### config.mk
export PLATFORM = sky130hd
export DESIGN_NAME = rr_lock_arbiter
export DESIGN_NICKNAME = d
export VERILOG_FILES = /design/src/rtl/rr_lock_arbiter.sv
export SDC_FILE = /design/constraint.sdc
export NUM_CORES = 1
export LEC_CHECK = 0
export CAP_MARGIN = 20
export CORE_MARGIN = 2
export CORE_UTILIZATION = 55
export CTS_CLUSTER_SIZE = 25
export DETAILED_ROUTE_END_ITERATION = 12
export GPL_TIMING_DRIVEN = 0
export PLACE_DENSITY = 0.82
export SETUP_SLACK_MARGIN = 0.02
export SYNTH_ARGS = -nofsm -noshare
export SYNTH_HDL_FRONTEND = slang
export SYNTH_SLANG_ARGS = --single-unit
### constraint.sdc
create_clock -name clk -period 3.6 [get_ports clk]
set_input_delay 0.36 -clock clk [delete_from_list [all_inputs] [get_ports clk]]
set_output_delay 0.36 -clock clk [all_outputs]
set_load 0.01 [all_outputs]
### src/rtl/rr_lock_arbiter.sv
// Round-robin arbiter sharing one 4-phase req/ack channel among N requesters,
// with an optional grant lock and a stalled-channel watchdog.
module rr_lock_arbiter #(
    parameter int unsigned N       = 4,
    parameter int unsigned PTR_W   = $clog2(N),
    parameter int unsigned TIMEOUT = 255,
    parameter int unsigned TW      = 8
) (
    input  logic         clk,
    input  logic         rst,
    input  logic [N-1:0] req_in,
    output logic [N-1:0] ack_in,
    output logic         req_out,
    input  logic         ack_out,
    input  logic         lock,
    output logic [N-1:0] grant,
    output logic         busy,
    output logic         err
);

    typedef enum logic [2:0] {
        S_IDLE  = 3'd0,
        S_REQ   = 3'd1,
        S_ACKED = 3'd2,
        S_REL   = 3'd3,
        S_HOLD  = 3'd4
    } state_e;

    localparam logic [TW-1:0] WDOG_MAX = {TW{1'b1}};

    state_e           state_q, state_d;
    logic [PTR_W-1:0] ptr_q, ptr_d;
    logic [PTR_W-1:0] owner_q, owner_d;
    logic             req_out_q, req_out_d;
    logic [N-1:0]     ack_in_q, ack_in_d;
    logic [N-1:0]     grant_q, grant_d;
    logic             busy_q, busy_d;
    logic             err_q, err_d;
    logic [TW-1:0]    wdog_q, wdog_d;

    logic             win_found_c;
    logic [PTR_W-1:0] win_idx_c;
    logic             owner_req_c;

    // Round-robin search: first requester at or after the pointer, wrapping at N-1.
    always_comb begin
        int unsigned idx;
        win_found_c = 1'b0;
        win_idx_c   = '0;
        idx         = 0;
        for (int unsigned k = 0; k < N; k++) begin
            idx = (32'(ptr_q) + k) % N;
            if (!win_found_c && req_in[PTR_W'(idx)]) begin
                win_found_c = 1'b1;
                win_idx_c   = PTR_W'(idx);
            end
        end
    end

    assign owner_req_c = req_in[owner_q];

    // Next-state, output and watchdog logic.
    always_comb begin
        state_d   = state_q;
        ptr_d     = ptr_q;
        owner_d   = owner_q;
        req_out_d = req_out_q;
        ack_in_d  = ack_in_q;
        grant_d   = grant_q;
        err_d     = err_q;
        wdog_d    = '0;

        unique case (state_q)
            S_IDLE: begin
                if (win_found_c) begin
                    owner_d   = win_idx_c;
                    grant_d   = N'(1) << win_idx_c;
                    req_out_d = 1'b1;
                    state_d   = S_REQ;
                end
            end
            S_REQ: begin
                // Owner withdrawing its request before the ack is a protocol violation.
                if (!owner_req_c) begin
                    err_d = 1'b1;
                end
                if (ack_out) begin
                    ack_in_d = N'(1) << owner_q;
                    state_d  = S_ACKED;
                end
            end
            S_ACKED: begin
                if (!owner_req_c) begin
                    req_out_d = 1'b0;
                    state_d   = S_REL;
                end
            end
            S_REL: begin
                if (!ack_out) begin
                    ack_in_d = '0;
                    ptr_d    = (owner_q == PTR_W'(N - 1)) ? '0 : owner_q + PTR_W'(1);
                    if (lock) begin
                        state_d = S_HOLD;
                    end else begin
                        grant_d = '0;
                        state_d = S_IDLE;
                    end
                end
            end
            S_HOLD: begin
                // Owner keeps priority over a simultaneous lock release.
                if (owner_req_c) begin
                    req_out_d = 1'b1;
                    state_d   = S_REQ;
                end else if (!lock) begin
                    grant_d = '0;
                    state_d = S_IDLE;
                end
            end
            default: begin
                state_d   = S_IDLE;
                req_out_d = 1'b0;
                ack_in_d  = '0;
                grant_d   = '0;
            end
        endcase

        // Watchdog counts consecutive cycles waiting on the channel, saturating.
        if (state_d == state_q && (state_q == S_REQ || state_q == S_REL)) begin
            wdog_d = (wdog_q == WDOG_MAX) ? wdog_q : wdog_q + TW'(1);
        end
        if (TIMEOUT != 0 && wdog_d == TW'(TIMEOUT)) begin
            err_d = 1'b1;
        end

        busy_d = (state_d != S_IDLE);
    end

    // State and output registers with synchronous reset.
    always_ff @(posedge clk) begin
        if (rst) begin
            state_q   <= S_IDLE;
            ptr_q     <= '0;
            owner_q   <= '0;
            req_out_q <= 1'b0;
            ack_in_q  <= '0;
            grant_q   <= '0;
            busy_q    <= 1'b0;
            err_q     <= 1'b0;
            wdog_q    <= '0;
        end else begin
            state_q   <= state_d;
            ptr_q     <= ptr_d;
            owner_q   <= owner_d;
            req_out_q <= req_out_d;
            ack_in_q  <= ack_in_d;
            grant_q   <= grant_d;
            busy_q    <= busy_d;
            err_q     <= err_d;
            wdog_q    <= wdog_d;
        end
    end

    assign req_out = req_out_q;
    assign ack_in  = ack_in_q;
    assign grant   = grant_q;
    assign busy    = busy_q;
    assign err     = err_q;

endmodule

Yosys cells after proc, flatten, opt, wreduce, memory -nomap -nowiden
Index checks and enable logic that the tools add are counted.

storage, ports and cells
  register bits = 26
  bits of input ports = 8
  output and inout port bits = 11
  word-level logic and storage cells = 104

operators by class
  add/sub/neg operators = 5
  magnitude comparators = 5
  eq/ne operators = 15
  shift-type cells = 2
  multiplexer cells = 44
  bitwise operators = 4
  reduce and logical (&&, ||, !) cells = 20

operators by type and width
  operator                                                                       count
  4-bit two-way mux                                                              6
  3-bit two-way mux                                                              7
  8-bit equality test (second input constant)                                    2
  8-bit two-way mux                                                              2
  4-bit one-hot mux with 4 select lines                                          1
  2-bit by 3-bit less-than comparator with 1-bit output (second input constant)  5
  1-bit two-way mux                                                              15
  3-bit one-hot mux with 5 select lines                                          1
  2-bit inequality test (second input constant)                                  6
  4-bit one-hot mux with 3 select lines                                          1
  1-bit binary-select mux with 2-bit select                                      5
  2-bit two-way mux                                                              5
  8-bit by 1-bit adder with 8-bit output (second input constant)                 1
  4-bit AND reduction                                                            2
  1-bit by 2-bit left shift with 4-bit output (first input constant)             2
  3-bit by 2-bit equality test with 1-bit output (second input constant)         2
  2-bit AND reduction                                                            3
  2-bit by 1-bit adder with 2-bit output (second input constant)                 2
  2-bit adder (second input constant)                                            2
  1-bit logical AND                                                              4
  1-bit NOT                                                                      4
  1-bit one-hot mux with 4 select lines                                          1
  2-bit OR reduction                                                             2
  3-bit by 1-bit equality test with 1-bit output (second input constant)         1
  other kinds (11)                                                               13

Logic depth before layout (Yosys ltp)
  depth after elaboration = 20
  gate-level depth with buffers = 8
  mapped depth without buffers = 6

Worst setup path after synthesis
OpenSTA, ideal clock, no wires.

  path type = reg2reg
  from = reg wdog_q[0]
  to = reg err_q (netlist: err)
  setup time = 0.059 ns
  arrival time = 1.565 ns
  data required time = 3.541 ns
  slack = 1.976 ns
  cell stages (with the launch flop) = 7
  path buffers = 1
  period minus slack after synthesis = 1.624 ns
  cell sequence = dfxtp_1 > ha_1 > buf_4 > or4_1 > o211ai_1 > and4_1 > a31o_1

between the ends
  word-level cells in the longest chain between the ends = 6
  elaborated cells on any way between the ends = 9
  classes of those cells = 1 x add/sub; 3 x eq/ne; 3 x mux; 2 x reduce/logical

ends and longest elaborated chain
  item                                                                                                            RTL line  source
  start, declared                                                                                                 39        logic [TW-1:0] wdog_q, wdog_d;
  start signal, assigned                                                                                          160       wdog_q <= wdog_d;
  8-bit by 1-bit adder with 8-bit output / 8-bit equality test (equally long branches)                            130       wdog_d = (wdog_q == WDOG_MAX) ? wdog_q : wdog_q + TW'(1);
  8-bit two-way mux *                                                                                             130
  8-bit two-way mux *                                                                                             129       if (state_d == state_q && (state_q == S_REQ || state_q == S_REL)) begin
  8-bit equality test *                                                                                           132       if (TIMEOUT != 0 && wdog_d == TW'(TIMEOUT)) begin
  2-bit by 1-bit inequality test with 1-bit output (no source line) / 2-bit nonzero test (equally long branches)  n/a
  2-bit AND reduction (no source line)                                                                            n/a
  end signal, assigned                                                                                            159       err_q <= err_d;
  end, declared                                                                                                   38        logic err_q, err_d;

Every way passes the cells marked *; elsewhere a longest branch is shown, timed or not.
A chain may end at the register's enable or synchronous reset.

Final worst setup path
  from = in req_in[1]
  to = reg grant_q[2] (netlist: grant[2])

between the ends
  word-level cells in the longest chain between the ends = 15
  elaborated cells on any way between the ends = 30
  classes of those cells = 2 x eq/ne; 1 x shift; 20 x mux; 7 x reduce/logical

ends and longest elaborated chain
  item                                         RTL line  source
  start, declared                              11        input logic [N-1:0] req_in,
  1-bit binary-select mux with 2-bit select    53        if (!win_found_c && req_in[PTR_W'(idx)]) begin
  1-bit two-way mux (implied by the code)      53
  1-bit two-way mux                            53
  1-bit zero test                              53
  1-bit logical AND                            53
  1-bit two-way mux                            53
  1-bit zero test                              53
  1-bit logical AND                            53
  1-bit two-way mux                            53
  1-bit zero test                              53
  1-bit logical AND                            53
  2-bit two-way mux                            53
  1-bit by 2-bit left shift with 4-bit output  77        grant_d = N'(1) << win_idx_c;
  4-bit two-way mux                            75        if (win_found_c) begin
  4-bit one-hot mux with 4 select lines        73        unique case (state_q)
  end signal, assigned                         157       grant_q <= grant_d;
  end, declared                                36        logic [N-1:0] grant_q, grant_d;

Several ways; a longest one is shown, not always the timed one. The select of a mux whose other input is x is not followed.

==> flow_summary.toml <==
[outcome]
status = "finished clean"

[pwr]
leakage_uw = 0.000656
powerDensity_nw_per_um2 = 361
irDropWorstVdd_mv = 0.241

[global_routing]
grt_use_met2_pct = 35.4
grt-ovfl-total = 0
grt_pass1_vias = 1255
grt_max_degree = 16
met3_usage_pct = 3.26
busiest_layer = "met2"
grt_antenna_before_repair = 0
use_met1_pct = 28.9
track_usage_pct = 22.1
grt_pass1_wl_um = 5550

[hold_path]
hold_path_class = "primary input to register"

[critical_path]
start_kind = "primary input"
end_kind = "register"
path_class = "primary input to register"
required_ps = 3880
cp.arrival_ps = 2230
worstPathMaxFanout = 6
max_stage_delay_ps = 570
crit_slowest_cell = "nor4_1"
path_cells = "clkdlybuf4s50_1 > nor4_1 > nand3b_1 > a31oi_1 > a22o_1"

[logic_synthesis]
yosys.area.top_type_share_pct = 35.3
synth_seq_area_share_pct = 35.3
ys.flop_type = "dfxtp_1"
synth_cells = 177
synth_most_common_cell = "dfxtp_1"
synth_cell_type_count = 46
async_flop_share_pct = 0
ys_ff_latch = 26
synth_edf_count = 0
syn_area_per_cell_um2 = 8.33
yosysTopAreaCell = "dfxtp_1"
syn_nets = 190
ys_warn_count = 0
ys_top_cells_by_count = "dfxtp_1 (26), nor2_1 (24), nand2_1 (19)"
synth_area_leaders = "dfxtp_1 (35%), nor2_1 (6.1%), mux2i_1 (5.4%), nand2_1 (4.8%), ha_1 (4.2%)"
syn-cell-area_um2 = 1470

[timing]
fin_skew_ps = 7.68
setup_viol = 0
worst_hold_slack_ps = 254
maxSlewHeadroom_pct = 60.9
fin_crit_ps = 1950
tightest_slew_ps = 582
timing.final.ws_setup_ps = 1650
maxSlewViolCount = 0
hold_viol = 0
max_freq_mhz = 512
fin_crit_sh_pct = 54.3
setup_tns_ps = 0
rsz0062_at_grt = "no"

[clocking]
cts_root_buf = "clkbuf_4"
h-tree-depth = 1
clkTransAtPathRegs_ps = 140
cts_buffer_depth = 2
clock_latency_ps = 320
postCtsHoldBufs = 0
clock-sinks = 26
cts_setup_buffers = 0
cts_buffers = 3
post_cts_resized = 0
cts_tree = "done"

[drt]
avgViaCountPerCell = 5.91
vias = 1341
antenna_left = 0
drt-wirelength-per-cell_um = 14.4
route.detailed.drc = 0
routed_wl_um = 3260
drt_iter0_drc = 46
first_pass_iters = 4

[place]
post_dp_cell_area_um2 = 1670
routabilityCongestion = 0.856
dp_slack_ps = 1400
hpwlAfterDp_um = 2460
portBuffers = 16
dp.cells = 223

[floorplan]
die_w_um = 55.8
ios = 19
dieHeight_um = 55.8
start_util_pct = 59.0
die_area_um2 = 3110
num_rows = 18
core-area_um2 = 2500

[cells_and_area]
instances_no_fill = 227
drive_gt1_share_pct = 10.2
fin_nets = 211
n_fill_cell = 197
design_area_um2 = 1720
antenna_cells = 0
area_growth_pct = 17.0

[flow_run]
drv_cap = 0
-- cells by family after synthesis --
group,Yosys count,share of synthesized area [%]
AND/OR/NAND/NOR,75,25.5
AO/OA/AOI/OAI,40,19.1
flip-flops,26,35.3
buffers and inverters,17,5.77
multiplexers,10,7.73
adder cells (fa/ha/maj),5,4.24
XOR/XNOR,4,2.38
-- state kept, by name, indices dropped and copies added, names as in the netlist --
register and count:
ack_in 4, busy 1, err 1, grant 4, owner_q 2, ptr_q 2, req_out 1, state_q 3
wdog_q 8
-- power by group --
group / internal, µW / switching, µW
logic: 52.6 / 61.0
clock network: 113 / 87.7
registers: 300 / 9.31
total: 465 / 158
-- critical path: cells and delay by family --
kind,cells,cell delay [ps]
simple gates,2,740
buf+inv,1,510
compound gates,2,620
-- path summary, 6_finish.rpt --
kind,startpoint,endpoint,slack (ps),cells after the start
worst max-delay path,req_in[1],grant[2],1650,5
worst min register to register,grant[1],grant[1],490,1
worst min-delay path,rst,state_q[0],250,2
worst max register to register,wdog_q[0],err,1830,8
-- cell type report --
| type | count | area, µm² | area share (%) |
|---|---|---|---|
| Inverter | 6 | 22.5 | 1.31 |
| Clock buffer | 3 | 22.5 | 1.31 |
| Tap cell | 30 | 37.5 | 2.18 |
| Timing Repair Buffer | 16 | 160 | 9.29 |
| Sequential cell | 26 | 520 | 30.2 |
| Multi-Input combinational cell | 134 | 868 | 50.4 |
| Clock inverter | 1 | 30.0 | 1.74 |
| Buffer | 11 | 62.6 | 3.63 |
-- metrics by stage --
step	power [µW]	utilization, %
global route	650	69.0
CTS	627	69.0
finish	623	69.0
floorplan	387	-
detailed placement	427	66.9
global placement	421	66.9
-- per-layer routing --
metal	share of wire, %	routed length, µm	vias up
li1	-	-	669
met1	46	1510	616
met2	46	1510	48
met3	5.6	183	8
met4	1.9	63	0
met5	0	0	-
-- placed cells by master (no fill, tap or decap), types with 2 or more instances in the layout --
cell and instances:
nor3b_1 3, dfxtp_1 26, nand2_1 19, a31oi_1 4, nand3_1 6, o21ai_0 4
o21ai_1 2, a211oi_1 3, nor4_1 2, clkdlybuf4s50_1 16, xor2_1 3, clkbuf_1 2
o22ai_1 3, o21a_1 5, buf_2 5, mux2i_1 8, nor2b_1 3, o2bb2ai_1 2
nor2_1 24, buf_4 4, a22o_1 2, o211ai_1 2, clkbuf_4 3, nand4_1 2
and4_1 2, a31o_1 2, or4_1 2, ha_1 5, a21oi_1 5, nand2b_1 4
inv_1 6
Power figures use the tool's default switching activity.
==> RTL edit, RTL diff (same flow settings) <==
Make the reset (`rst`) asynchronous in one clocked block. Comments in the files are not updated.
--- a/src/rtl/rr_lock_arbiter.sv
+++ b/src/rtl/rr_lock_arbiter.sv
@@ -137,7 +137,7 @@
     end
 
     // State and output registers with synchronous reset.
-    always_ff @(posedge clk) begin
+    always_ff @(posedge clk or posedge rst) begin
         if (rst) begin
             state_q   <= S_IDLE;
             ptr_q     <= '0;
Check against the original RTL: differs if rst is asserted again (counterexample within 4 cycles, from zero or initial values and one cycle with rst high); with rst held inactive, the same outputs for 10 cycles.
==> RTL edit against the original RTL <==
Final cell count decreased by 8.4%. Worst setup slack got worse by 0.033 ns. Register-to-register slack got worse by 0.14 ns. Core utilization decreased by 1.4 points. Die area increased by 5.7%. Synthesized area increased by 6.2%. Wire length increased by 1.0%. Synthesized cell count decreased by 13%. Sequential cell count unchanged. Design area increased by 7.2%. Clock skew decreased by 0.0066 ns. Via count decreased by 3.3%. Count of clock-buffer cells in the layout increased by 1. Largest cell class unchanged.
Power is not compared: it rests on default switching activity, and its combinational part moved more than twofold at a synthesized area within 25%.
==> RTL edit: results (changes against the original RTL) <==
{| class="wikitable"
! Metric !! Value
|-
| Run status || complete, no violations
|-
| Type of the worst min-delay path || primary input to asynchronous set/reset pin
|-
| Top cells by instance count after synthesis || dfrtp_1 (26), nor2_1 (11), a21oi_1 (9)
|-
| Yosys warns || 0 (unchanged)
|-
| Tightest Pin Transition || 0.8502 ns (+0.2683 ns)
|-
| Ratio of cells with drive above 1 in the final layout || 0.1017 (+0.0001721)
|-
| Post-route clock skew || 0.001072 ns (-0.006613 ns)
|-
| Most used DFF post-synth || dfrtp_1
|-
| Count of different cell masters after synthesis || 53 (+15%)
|-
| Worst-case hold slack || 0.2009 ns (-0.05324 ns)
|-
| Fmax achieved || 503.1 MHz (-1.6%)
|-
| Sequential-to-total area share from yosys stat || 0.4157 (+0.06253)
|-
| Largest net degree at the start of global routing || 27 (+11)
|-
| Async set or reset register ratio after synthesis || 1.000 (+1.000)
|-
| Met3 wire length || 143 µm (-22%)
|-
| Nets || 191 (-9.5%)
|-
| Placed cell areas || 1784 µm² (+6.7%)
|-
| Detailed-route wire length per cell || 15.86 µm (+10%)
|-
| Vias in the first global route || 1,221 (-2.7%)
|-
| Net count after synthesis || 167 (-12%)
|-
| Gr usage total || 0.2205 (-0.0006636)
|-
| Placed wire-length estimate after detailed placement || 2.454 mm (-0.28%)
|-
| Global-route wire length before repair || 5.699 mm (+2.7%)
|-
| Placer Congestion || 0.8899 (+4.0%)
|-
| Max Used Layer || met4
|-
| DRT met1 WL || 1.513 mm (+0.20%)
|-
| Register-to-Register Setup Slack || 1.69 ns (-0.14 ns)
|-
| Number of H-tree levels || 1 (unchanged)
|-
| Total via count after detailed routing || 1,297 (-3.3%)
|-
| Starting DRT DRC Count || 47 (+2.2%)
|-
| Leading cell types by total area after synthesis || dfrtp_1 (42%), ha_1 (4.0%), a21oi_1 (2.9%)
|-
| Routed length on met2 || 1.628 mm (+8.1%)
|-
| I/O Buffers || 18 (+2)
|}
RTL edit: cell type report:
class	instances	area, µm²
Sequential cell	26	650.6
Buffer	7	32.53
Timing Repair Buffer	19	207.7
Multi-Input combinational cell	116	863.3
Clock buffer	4	36.28
Inverter	5	18.77
Tap cell	31	38.79
Fill cell	222	885.9
RTL edit: cell families (layout without fill, tap and decap cells):
logic type / after synthesis / after routing / share of synthesized area
AO/OA/AOI/OAI: 49 / 49 / 0.2390
XOR/XNOR: 2 / 2 / 0.01119
adder cells (fa/ha/maj): 5 / 5 / 0.03997
buffers and inverters: 12 / 35 / 0.03277
flip-flops: 26 / 26 / 0.4157
multiplexers: 4 / 4 / 0.03517
AND/OR/NAND/NOR: 56 / 56 / 0.2262
RTL edit: power breakdown:
group	total, mW	internal [mW]	switching [mW]
combinational	0.585	0.289	0.297
sequential	0.455	0.376	0.0792
clock	0.148	0.0619	0.0861
RTL edit: final timing paths:
kind,endpoint,from,cells after the start
setup / recovery,grant[1],req_in[1],5
max in group asynchronous,grant[2],rst,3
setup reg to reg,err,wdog_q[0],5
hold reg to reg,grant[3],grant[3],1
hold / removal,ack_in[2],rst,2
min in group clk,grant[3],grant[3],1
RTL edit: stage by stage:
| stage | utilization | std cells |
|---|---|---|
| floorplan | - | 154 |
| global placement | 0.6526 | 203 |
| detailed placement | 0.6526 | 203 |
| CTS | 0.6659 | 207 |
| global route | 0.6760 | 208 |
| finish | 0.6760 | 208 |
RTL edit: critical path, stage by stage:
cell and delay (ns):
clkdlybuf4s50_1 0.51, nor4_2 0.61, nor4_2 0.17, a2111oi_4 0.42
a32o_1 0.18
RTL edit: per-layer routing:
layer,GRT usage,up-vias
met5,0,-
met4,0.02990,0
met3,0.05215,2
met2,0.3555,32
met1,0.3122,632
li1,-,631
